**src/rtl/uart_pkg.sv**
```systemverilog
// Shared types and constants for the UART transmit path.
package uart_pkg;

   typedef enum logic [2:0] {
      IDLE   = 3'd0,
      START  = 3'd1,
      DATA   = 3'd2,
      PARITY = 3'd3,
      STOP   = 3'd4
   } tx_state_t;

   localparam int unsigned OVERSAMPLE_DEF = 16;

   localparam int unsigned PAR_EVEN = 0;
   localparam int unsigned PAR_ODD  = 1;

endpackage

```
**src/rtl/uart_bit_timer.sv**
```systemverilog
// Oversample tick counter; flags the tick that closes the current bit period.
module uart_bit_timer
   import uart_pkg::*;
#(
   parameter int unsigned OVERSAMPLE = OVERSAMPLE_DEF
) (
   input  logic clk,
   input  logic areset,
   input  logic clear,
   input  logic s_tick,
   output logic bit_end_c
);

   localparam int unsigned TW = (OVERSAMPLE > 1) ? $clog2(OVERSAMPLE) : 1;

   logic [TW-1:0] cnt;

   assign bit_end_c = s_tick && (cnt == TW'(OVERSAMPLE - 1));

   // Count ticks within a bit, wrapping on the bit-ending tick.
   always_ff @(posedge clk) begin
      if (areset) begin
         cnt <= '0;
      end else if (clear) begin
         cnt <= '0;
      end else if (s_tick) begin
         cnt <= bit_end_c ? '0 : cnt + TW'(1);
      end
   end

endmodule

```
**src/rtl/uart_tx_ctrl.sv**
```systemverilog
// UART transmit controller: start, LSB-first data, optional parity, stop bits.
module uart_tx_ctrl
   import uart_pkg::*;
#(
   parameter int unsigned DATA_BITS  = 8,
   parameter int unsigned PARITY_EN  = 0,
   parameter int unsigned PARITY_ODD = PAR_EVEN,
   parameter int unsigned STOP_BITS  = 1,
   parameter int unsigned OVERSAMPLE = OVERSAMPLE_DEF
) (
   input  logic                 clk,
   input  logic                 areset,
   input  logic                 s_tick,
   input  logic [DATA_BITS-1:0] tx_data,
   input  logic                 tx_valid,
   output logic                 tx_ready,
   output logic                 tx,
   output logic                 busy,
   output logic                 tx_done
);

   localparam int unsigned BIT_MAX = (DATA_BITS > STOP_BITS) ? DATA_BITS : STOP_BITS;
   localparam int unsigned BCW     = (BIT_MAX > 1) ? $clog2(BIT_MAX) : 1;

   tx_state_t            state, state_nxt;
   logic [DATA_BITS-1:0] shift_q, shift_nxt;
   logic [BCW-1:0]       bit_cnt, bit_cnt_nxt;
   logic                 parity_q, parity_nxt;
   logic                 bit_end_c;
   logic                 accept_c;
   logic                 tx_d, ready_d, busy_d, done_d;

   assign accept_c = tx_valid && tx_ready;

   uart_bit_timer #(
      .OVERSAMPLE (OVERSAMPLE)
   ) u_bit_timer (
      .clk       (clk),
      .areset    (areset),
      .clear     (state == IDLE),
      .s_tick    (s_tick),
      .bit_end_c (bit_end_c)
   );

   // State register.
   always_ff @(posedge clk) begin
      if (areset) begin
         state <= IDLE;
      end else begin
         state <= state_nxt;
      end
   end

   // Next-state sequencing of the frame.
   always_comb begin
      state_nxt = state;
      case (state)
         IDLE:   if (accept_c) state_nxt = START;
         START:  if (bit_end_c) state_nxt = DATA;
         DATA: begin
            if (bit_end_c && (bit_cnt == BCW'(DATA_BITS - 1))) begin
               state_nxt = (PARITY_EN != 0) ? PARITY : STOP;
            end
         end
         PARITY: if (bit_end_c) state_nxt = STOP;
         STOP: begin
            if (bit_end_c && (bit_cnt == BCW'(STOP_BITS - 1))) begin
               state_nxt = IDLE;
            end
         end
         default: state_nxt = IDLE;
      endcase
   end

   // Shift register, bit counter and parity capture.
   always_comb begin
      shift_nxt   = shift_q;
      bit_cnt_nxt = bit_cnt;
      parity_nxt  = parity_q;
      case (state)
         IDLE: begin
            bit_cnt_nxt = '0;
            if (accept_c) begin
               shift_nxt  = tx_data;
               parity_nxt = (^tx_data) ^ (PARITY_ODD == PAR_ODD);
            end
         end
         DATA: begin
            if (bit_end_c) begin
               shift_nxt   = shift_q >> 1;
               bit_cnt_nxt = (state_nxt == DATA) ? bit_cnt + BCW'(1) : '0;
            end
         end
         STOP: begin
            if (bit_end_c) begin
               bit_cnt_nxt = (state_nxt == STOP) ? bit_cnt + BCW'(1) : '0;
            end
         end
         default: ;
      endcase
   end

   // Datapath registers.
   always_ff @(posedge clk) begin
      if (areset) begin
         shift_q  <= '0;
         bit_cnt  <= '0;
         parity_q <= 1'b0;
      end else begin
         shift_q  <= shift_nxt;
         bit_cnt  <= bit_cnt_nxt;
         parity_q <= parity_nxt;
      end
   end

   // Output decode from the upcoming state so tx tracks state changes without lag.
   always_comb begin
      tx_d    = 1'b1;
      ready_d = 1'b0;
      busy_d  = 1'b1;
      done_d  = (state == STOP) && (state_nxt == IDLE);
      case (state_nxt)
         IDLE: begin
            ready_d = 1'b1;
            busy_d  = 1'b0;
         end
         START:   tx_d = 1'b0;
         DATA:    tx_d = shift_nxt[0];
         PARITY:  tx_d = parity_q;
         STOP:    tx_d = 1'b1;
         default: tx_d = 1'b1;
      endcase
   end

   // Registered outputs.
   always_ff @(posedge clk) begin
      if (areset) begin
         tx       <= 1'b1;
         tx_ready <= 1'b1;
         busy     <= 1'b0;
         tx_done  <= 1'b0;
      end else begin
         tx       <= tx_d;
         tx_ready <= ready_d;
         busy     <= busy_d;
         tx_done  <= done_d;
      end
   end

endmodule

```
**config.mk**
```make
export PLATFORM = sky130hd
export DESIGN_NAME = uart_tx_ctrl
export DESIGN_NICKNAME = d
export VERILOG_FILES = /design/src/rtl/uart_pkg.sv /design/src/rtl/uart_bit_timer.sv /design/src/rtl/uart_tx_ctrl.sv
export SDC_FILE = /design/constraint.sdc
export NUM_CORES = 1
export LEC_CHECK = 0
export ABC_CLOCK_PERIOD_IN_PS = 4290
export BUFFER_PORTS_ARGS = -buffer_cell sky130_fd_sc_hd__buf_2
export CELL_PAD_IN_SITES_DETAIL_PLACEMENT = 1
export CELL_PAD_IN_SITES_GLOBAL_PLACEMENT = 2
export CORE_ASPECT_RATIO = 1.2
export CORE_MARGIN = 2
export CORE_UTILIZATION = 36
export DETAILED_ROUTE_END_ITERATION = 8
export HOLD_SLACK_MARGIN = 0.03
export PLACE_DENSITY = 0.83
export SYNTH_ARGS = -nofsm -noshare
export SYNTH_HDL_FRONTEND = slang
export SYNTH_SLANG_ARGS = --single-unit
export TNS_END_PERCENT = 50
```
**constraint.sdc**
```tcl
create_clock -name clk -period 4.29 [get_ports clk]
set_input_delay 0.858 -clock clk [delete_from_list [all_inputs] [get_ports clk]]
set_output_delay 0.858 -clock clk [all_outputs]
set_load 0.01 [all_outputs]
```
* Yosys cells after proc, flatten, opt, wreduce, memory -nomap -nowiden *
Index checks and enable logic that the tools add are counted.

storage, ports and cells
  bits in registers = 23

cells by class
  $add $sub $neg = 2
  equality and inequality tests = 13
  mux-type cells = 18
  reductions and logical operators = 15

operator list
  kind                   number
  $mux W3                9
  $mux W8                2
  $pmux W8 S2            1
  $pmux W3 S5            1
  $eq A3 B2 Y1 const B   4
  $eq A3 B3 Y1 const B   3
  $logic_not A3 Y1       3
  $pmux W3 S3            1
  $reduce_xor A8 Y1      1
  $eq A3 B1 Y1 const B   2
  $ne A2 B2 Y1 const B   3
  $reduce_and A3 Y1      2
  $logic_and A1 B1 Y1    5
  $add A4 B1 Y4 const B  1
  $eq A4 B4 Y1 const B   1
  $mux W4                1
  $add A3 B1 Y3 const B  1
  $pmux W1 S3            1
  $reduce_bool A3 Y1     1
  $mux W1                2
  $reduce_and A2 Y1      1
  $reduce_bool A2 Y1     1
  $reduce_or A2 Y1       1

* Longest topological paths before layout *
Gate-level depths: netlist of run 1.

  depth in word-level cells = 9
  gate-level depth with buffers = 6

* Hierarchy *
A second synthesis of run 1 with hierarchy kept.

second synthesis, totals
  cells, all modules = 124
  area, all modules = 1172.4 um2

modules (own cells, without submodules)
  module          times used  cells each  area each (um2)  seq. area each (um2)
  uart_tx_ctrl    1           103         979.7            380.4
  uart_bit_timer  1           21          192.7            80.1

* Worst setup path after synthesis of run 1 *
No wires, ideal clock.

  path kind = input -> register
  start point = input s_tick
  end point = register bit_cnt[1]
  data arrival time = 1583 ps
  required time = 4158 ps
  path slack = 2575 ps
  cell stages on the path = 5
  cell sequence = nand4_2 buf_6 maj3_2 o21ai_1 a21oi_1

between the ends
  longest elaborated chain between the ends = 8
  elaborated cells on any way between the ends = 18
  those cells by class = eq/ne (4); mux (10); reduce/logical (4)

ends and longest elaborated chain
  element                                              line                                    RTL
  start: declaration                                   uart_tx_ctrl.sv:13                      input logic s_tick,
  $logic_and A1 B1 Y1 *                                uart_bit_timer.sv:18                    assign bit_end_c = s_tick && (cnt == TW'(OVERSAMPLE - 1));
  $logic_and A1 B1 Y1 (on tied branches)               uart_tx_ctrl.sv:67, uart_tx_ctrl.sv:61
  $mux W3 (on tied branches)                           uart_tx_ctrl.sv:67, uart_tx_ctrl.sv:61
  $pmux W3 S5                                          uart_tx_ctrl.sv:57                      case (state)
  $eq A3 B3 Y1 / $eq A3 B2 Y1 (equally long branches)  uart_tx_ctrl.sv:96, uart_tx_ctrl.sv:91
  $mux W3 (on tied branches)                           uart_tx_ctrl.sv:96, uart_tx_ctrl.sv:91
  $mux W3 (on tied branches)                           uart_tx_ctrl.sv:95, uart_tx_ctrl.sv:89
  $pmux W3 S3                                          uart_tx_ctrl.sv:80                      case (state)
  end signal: assignment                               uart_tx_ctrl.sv:111                     bit_cnt <= bit_cnt_nxt;
  end: declaration                                     uart_tx_ctrl.sv:27                      logic [BCW-1:0] bit_cnt, bit_cnt_nxt;

Mark *: on every way between the ends. The rest lies on a longest branch, timed or not. The select of a mux whose other input is x is not followed.
A chain may end at the register's enable or synchronous reset.

* Worst setup path after layout of run 1 *
  start point = input s_tick
  end point = register shift_q[6]

between the ends
  longest elaborated chain between the ends = 3

ends and longest elaborated chain
  element                      line                  RTL
  $logic_and A1 B1 Y1          uart_bit_timer.sv:18
  $ne A2 B2 Y1 (no line)       --
  $reduce_and A3 Y1 (no line)  --
  end signal: assignment       uart_tx_ctrl.sv:110   shift_q <= shift_nxt;
  end: declaration             uart_tx_ctrl.sv:26    logic [DATA_BITS-1:0] shift_q, shift_nxt;

Every way passes these cells.

==> results of run 1 <==
-- area by class of cell --
cell class                      count  area share
Clock inverter                      1    0.003895
Timing Repair Buffer               15     0.05842
Clock buffer                        3     0.01753
Sequential cell                    23      0.3583
Tap cell                           36     0.03505
Multi-Input combinational cell     95      0.5122
Inverter                            5     0.01461
-- tightest hold or removal path: stages, from the launching register on --
cell and delay [ps]:
dfxtp_1 330, nand3_1 60, a21oi_1 60
-- power by group through the flow --
stage	clock network, uW	registers, uW	logic (uW)
final	102	234	53.8
after global placement	0	238	53.4
after global routing	114	236	61.3
after detailed placement	0	239	55.1
after floorplan	0	236	40.6
after CTS	108	234	55.2
-- metal layers --
metal	vias to the layer above	GRT usage	part of all wire
met1	476	0.1592	0.42
met3	4	0.02718	0.034
met4	0	0.07143	0.014
li1	494	-	-
met5	-	0	0
met2	14	0.3038	0.53
-- logic make-up (layout without fill, tap and decap cells) --
group                    count (synthesis)  count (layout)
adder cells (fa/ha/maj)                  5               5
AND/OR/NAND/NOR                         45              45
multiplexers                             3               3
buffers and inverters                   14              24
XOR/XNOR                                 9               9
flip-flops                              23              23
AO/OA/AOI/OAI                           33              33
-- cells in the mapped netlist, drive strengths merged --
library cell  number
a211oi             1
a21oi             14
a22oi              7
a31oi              1
and2               1
and4               1
and4b              1
buf                8
clkbuf             1
dfxtp             23
ha                 4
inv                5
maj3               1
mux2               1
mux2i              2
nand2              5
nand2b             3
nand3             10
nand3b             1
nand4              2
nand4b             2
nor2               7
nor2b              1
nor3               6
nor3b              1
nor4b              1
o211a              1
o211ai             1
o21a               1
o21ai              4
o22ai              1
o311ai             1
o31ai              1
or2                1
or3                1
or3b               1
xnor2              7
xor2               2
-- worst max path at each step --
stage / startpoint / to / slack, ps / cells past startpoint
after floorplan: s_tick / bit_cnt[1] / 2580 / 5
after global placement: s_tick / shift_q[7] / 2060 / 5
after detailed placement: s_tick / shift_q[6] / 2010 / 5
after CTS: s_tick / shift_q[6] / 2350 / 5
after global routing: s_tick / shift_q[6] / 2220 / 5
final: s_tick / shift_q[6] / 2360 / 5
-- layout by cell type, fill, tap and decap left out, types with 2 or more instances in the layout --
cell type | Yosys | routed
dfxtp_1 | 23 | 23
buf_2 | 5 | 15
a21oi_1 | 14 | 14
nand3_1 | 10 | 10
a22oi_1 | 7 | 7
xnor2_1 | 7 | 7
nor2_1 | 6 | 6
inv_1 | 5 | 5
nand2_1 | 5 | 5
nor3_1 | 4 | 4
ha_1 | 4 | 4
o21ai_1 | 3 | 3
nand2b_1 | 3 | 3
clkbuf_4 | 0 | 3
nand4b_1 | 2 | 2
mux2i_1 | 2 | 2
xor2_1 | 2 | 2
-- flip-flops by register name, summed over array words and instances, names as in the netlist --
| name | flops |
|---|---|
| shift_q | 8 |
| u_bit_timer.cnt | 4 |
| bit_cnt | 3 |
| state | 3 |
| busy | 1 |
| parity_q | 1 |
| tx | 1 |
| tx_done | 1 |
| tx_ready | 1 |
-- metrics by stage --
step                worst slack, ps  cell area, sq um  hold WS [ps]    util
global route                   2217              1285         511.5  0.4131
detailed placement             2010              1257         466.4  0.4043
global placement               2062              1257         457.7  0.4043
finish                         2356              1285         481.4  0.4131
CTS                            2354              1285         484.9  0.4131
floorplan                      2575              1189         447.6       -
==> results.py, run 1 <==
metrics = {
    "floorplan": {
        "ios": 16,
        "core-area_sq_um": 3110,
        "die_h_microns": 66.95,
        "num_rows": 22,
        "die_area_sq_um": 3779,
        "die_w_microns": 56.46,
        "initial_core_util": 0.3821,
    },
    "critical_path": {
        "rrSetupSlack_ps": 2420,
        "rr_worst_depth": 5,
        "worstPathCellList": "buf_2 -> nand4_2 -> or3_1 -> nand3_1 -> a21oi_1",
        "path_class": "input port to flip-flop",
        "r2r_start": "u_bit_timer.cnt[0]",
        "arrival_ps": 2130,
        "crit_slowest_cell": "or3_1",
        "crit_buf_inv": 1,
        "r2r-end": "shift_q[6]",
        "cp_max_fo": 11,
        "worst-endpoint-required_ps": 4490,
        "start_kind": "input port",
        "max_stage_delay_ps": 600,
        "worst_setup_path_end_kind": "flip-flop",
        "critPathTopFamily": "simple AND/OR/NAND/NOR gates",
    },
    "yosys": {
        "ys_types": 46,
        "ys_seq_area_frac": 0.3874,
        "synth_warnings": 0,
        "synth_area_leaders": "dfxtp_1 39%, a21oi_1 5.9%, xnor2_1 5.2%",
        "synth.area.mux_share": 0.02632,
        "synth-simple-area-share": 0.2316,
        "synthesis.nets": 148,
        "synth_area_sq_um": 1189,
        "synthAdderAreaFrac": 0.05158,
        "yosys.area_share.xor_xnor": 0.06632,
        "syn_avg_cell_area_sq_um": 9.005,
        "netlist_instances": 132,
        "synthDominantCellAreaShare": 0.3874,
        "synth_top_family_by_area": "simple AND/OR/NAND/NOR gates",
        "synth-compound-area-share": 0.1779,
        "ys_ff_latch": 23,
        "yosysTopAreaCell": "dfxtp_1",
    },
    "detailed_routing": {
        "drt_first_pass_iters": 4,
        "drcViolationCount": 0,
        "routedWlPerCell_microns": 14.75,
        "routed_wl_microns": 2625,
        "ant_nets": 0,
        "vias": 988,
        "drt_iter0_markers": 21,
        "vias_per_cell": 5.551,
    },
    "power_and_ir_drop": {
        "p_switching_uw": 105.2,
        "leakagePower_uw": 0.0004912,
        "p_per_area_nw_per_um2": 303.2,
        "seqPwrFrac": 0.600,
        "power_uw": 389.6,
        "clock_power_share": 0.261,
        "combPwrFrac": 0.138,
        "power.share.switching": 0.2701,
        "max-vdd-ir-drop_mv": 0.1717,
        "intPower_uw": 284.3,
    },
    "clock_tree": {
        "clkLatencyLatePin_ps": 310,
        "clockBufferDepth": 2,
        "cts_tree": "built",
        "cts_resized": 0,
        "h-tree-depth": 1,
        "numCtsBuffers": 3,
        "post_cts_buffers": 0,
        "clk_pin_slew_ps": 130,
        "cts_sinks": 23,
        "cts_hold_buf": 0,
        "root_buffer": "clkbuf_4",
    },
    "global_routing": {
        "grt_max_degree": 19,
        "grt_overflow": 0,
        "grt_pass1_vias": 1060,
        "grtUsageTotal": 0.1559,
        "grt_pass1_wl_microns": 4588,
        "antenna_found_initial": 0,
    },
    "min_path": {
        "min-delay-start": "shift_q[3]",
        "worstHoldEndpoint": "shift_q[3]",
        "min_path_type": "flip-flop to flip-flop",
        "holdPathStages": 2,
    },
    "sta": {
        "rsz0062_at_grt": "false",
        "setup-tns-final_ps": 0,
        "max_freq_mhz": 517.1,
        "skew_ps": 6.165,
        "relSlewSlack": 0.6300,
        "fin_crit_sh": 0.4508,
        "tightest_slew_ps": 554.3,
        "maxSlewViolCount": 0,
        "setup_viol": 0,
        "post-route-min-period_ps": 1934,
        "finalHoldViolCount": 0,
    },
    "run": {
        "maxCapViolCount": 0,
    },
    "outcome": {
        "status": "completed",
    },
    "finish": {
        "final_layout_size_suffix_gt1_frac": 0.1831,
        "seq_area_sq_um": 460.4,
        "antenna_cells": 0,
        "final_nets": 159,
        "instances_no_fill": 178,
        "fillers": 369,
        "multi_input_area_sq_um": 658.1,
        "syn2layout_area_growth_pct": 8.105,
    },
    "place": {
        "port_buffers": 15,
        "place_congestion": 0.7733,
        "dp.cells": 174,
        "hpwl_microns": 1996,
    },
}
Note: power is estimated with default switching activity, not from simulation.
==> run 2: changes to the inputs <==
Settings changed: ABC_CLOCK_PERIOD_IN_PS 4290 to 1700, CORE_UTILIZATION 36 to 31, PLACE_DENSITY 0.83 to 0.76.
Clock period 4.29 ns to 1.7 ns, I/O delays scaled along.
==> results.py, run 2 (synthesis results as in run 1) <==
metrics = {
    "clock_tree": {
        "clk_pin_slew_ps": 80,
        "numCtsBuffers": 3,
        "clockBufferDepth": 2,
        "cts_sinks": 23,
        "clkLatencyLatePin_ps": 260,
        "h-tree-depth": 1,
        "cts_tree": "built",
        "root_buffer": "clkbuf_8",
    },
    "critical_path": {
        "crit_buf_inv": 1,
        "worst-endpoint-required_ps": 1830,
        "r2r-end": "bit_cnt[1]",
        "arrival_ps": 1750,
        "worstSetupPathDepth": 6,
        "start_kind": "flip-flop",
        "cp_max_fo": 4,
        "max_stage_delay_ps": 370,
        "rr_worst_depth": 6,
        "r2r_start": "u_bit_timer.cnt[0]",
        "crit_slowest_cell": "dfxtp_1",
        "critPathTopFamily": "adder cells",
        "worstPathCellList": "ha_2 -> nand4_4 -> buf_4 -> maj3_2 -> o21ai_1 -> a21oi_1",
        "path_class": "flip-flop to flip-flop",
        "rrSetupSlack_ps": 90,
        "worst_setup_path_end_kind": "flip-flop",
    },
    "floorplan": {
        "die_w_microns": 60.53,
        "initial_core_util": 0.3245,
        "die_h_microns": 71.83,
        "die_area_sq_um": 4348,
        "ios": 16,
        "core-area_sq_um": 3664,
        "num_rows": 24,
    },
    "place": {
        "port_buffers": 15,
        "place_area_sq_um": 1338,
        "place_congestion": 0.7196,
        "hpwl_microns": 2202,
    },
    "sta": {
        "relSlewSlack": 0.6809,
        "setup_viol": 0,
        "setup-tns-final_ps": 0,
        "holdWs_ps": 341.7,
        "tightest_slew_ps": 474.6,
        "fin_crit_sh": 0.9481,
        "rsz0062_at_grt": "false",
        "skew_ps": 2.503,
        "finalHoldViolCount": 0,
        "maxSlewViolCount": 0,
        "max_freq_mhz": 620.4,
        "post-route-min-period_ps": 1612,
    },
    "finish": {
        "final_nets": 167,
        "syn2layout_area_growth_pct": 20.42,
        "largest_reg_flops": 8,
        "layout_common_cells": "21 x dfxtp_1, 15 x buf_2, 14 x a21oi_1",
        "antenna_cells": 0,
        "top_regs": "shift_q x8, u_bit_timer.cnt x4",
        "fin_area_sq_um": 1431,
        "regMostFlops": "shift_q",
        "layout_commonest_cell": "dfxtp_1",
        "fillers": 464,
        "final_layout_size_suffix_gt1_frac": 0.2600,
    },
    "power_and_ir_drop": {
        "max-vdd-ir-drop_mv": 0.2390,
        "seqPwrFrac": 0.541,
        "p_per_area_nw_per_um2": 750.1,
        "intPower_uw": 803.8,
        "power.share.switching": 0.2514,
        "combPwrFrac": 0.147,
        "p_switching_uw": 269.9,
        "clock_power_share": 0.313,
        "leakagePower_uw": 0.0005219,
    },
    "global_routing": {
        "grt_max_degree": 19,
        "antenna_found_initial": 0,
        "grtUsageTotal": 0.1479,
        "grt_pass1_wl_microns": 4885,
        "grt_pass1_vias": 1069,
        "grt_overflow": 0,
    },
    "detailed_routing": {
        "routed_wl_microns": 2940,
        "vias": 1028,
        "vias_per_cell": 5.089,
        "ant_nets": 0,
        "drt_iter0_markers": 32,
        "drt_first_pass_iters": 4,
        "drcViolationCount": 0,
        "routedWlPerCell_microns": 14.55,
    },
    "outcome": {
        "status": "completed",
    },
    "min_path": {
        "holdPathStages": 3,
        "min-delay-start": "tx_data[7]",
        "worstHoldEndpoint": "shift_q[7]",
        "min_path_type": "input port to flip-flop",
    },
    "run": {
        "maxCapViolCount": 0,
    },
}
[run 2: final cells by class]
class,count,area [sq um],area share
multi-input cells,95,700.7,0.4895
flip-flops and latches,23,462.9,0.3234
repair buffers,23,138.9,0.09703
well taps,52,65.06,0.04545
clock buffers,4,45.04,0.03147
inverters,5,18.77,0.01311
[run 2: power by group through the flow]
stage | clock network [uW] | logic, uW | registers, uW
finish | 336 | 157 | 580
global route | 388 | 175 | 585
CTS | 352 | 160 | 581
detailed placement | 0 | 159 | 593
global placement | 0 | 153 | 593
floorplan | 0 | 102 | 595
[run 2: worst min-delay path: stages]
cell and delay, ps:
buf_2 110, nand2_1 50, a21oi_1 50
[run 2: worst max-delay path by stage]
stage | from | slack [ps] | end
floorplan | bit_cnt[0] | 220 | tx
global placement | u_bit_timer.cnt[1] | 100 | tx
detailed placement | u_bit_timer.cnt[0] | 40 | shift_q[5]
CTS | bit_cnt[0] | 2 | tx
global route | u_bit_timer.cnt[0] | 2 | tx
finish | u_bit_timer.cnt[0] | 90 | bit_cnt[1]
[run 2: metal layers]
layer,global-route usage,wire (microns)
met2,0.2766,1666
met5,0,0
met4,0.03623,19
met3,0.02166,47
met1,0.1713,1206
[run 2: what timing repair did]
item                                   4_1_cts  5_1_grt
hold buffers                                 0        0
pin swaps                                    1        2
buffers inserted                             0        0
gates resized for setup                      3        7
setup endpoints to repair                    1       11
endpoints found under the hold margin        0        0
[run 2: through the flow]
| step | utilization | total power, uW | cells | setup slack (ps) |
|---|---|---|---|---|
| after detailed placement | 0.3651 | 751.9 | 198 | 41.92 |
| after global placement | 0.3651 | 745.4 | 198 | 95.94 |
| final | 0.3907 | 1074 | 202 | 88.19 |
| after CTS | 0.3801 | 1093 | 202 | 1.997 |
| after floorplan | - | 697.8 | 132 | 223.3 |
| after global routing | 0.3907 | 1148 | 202 | 2.150 |
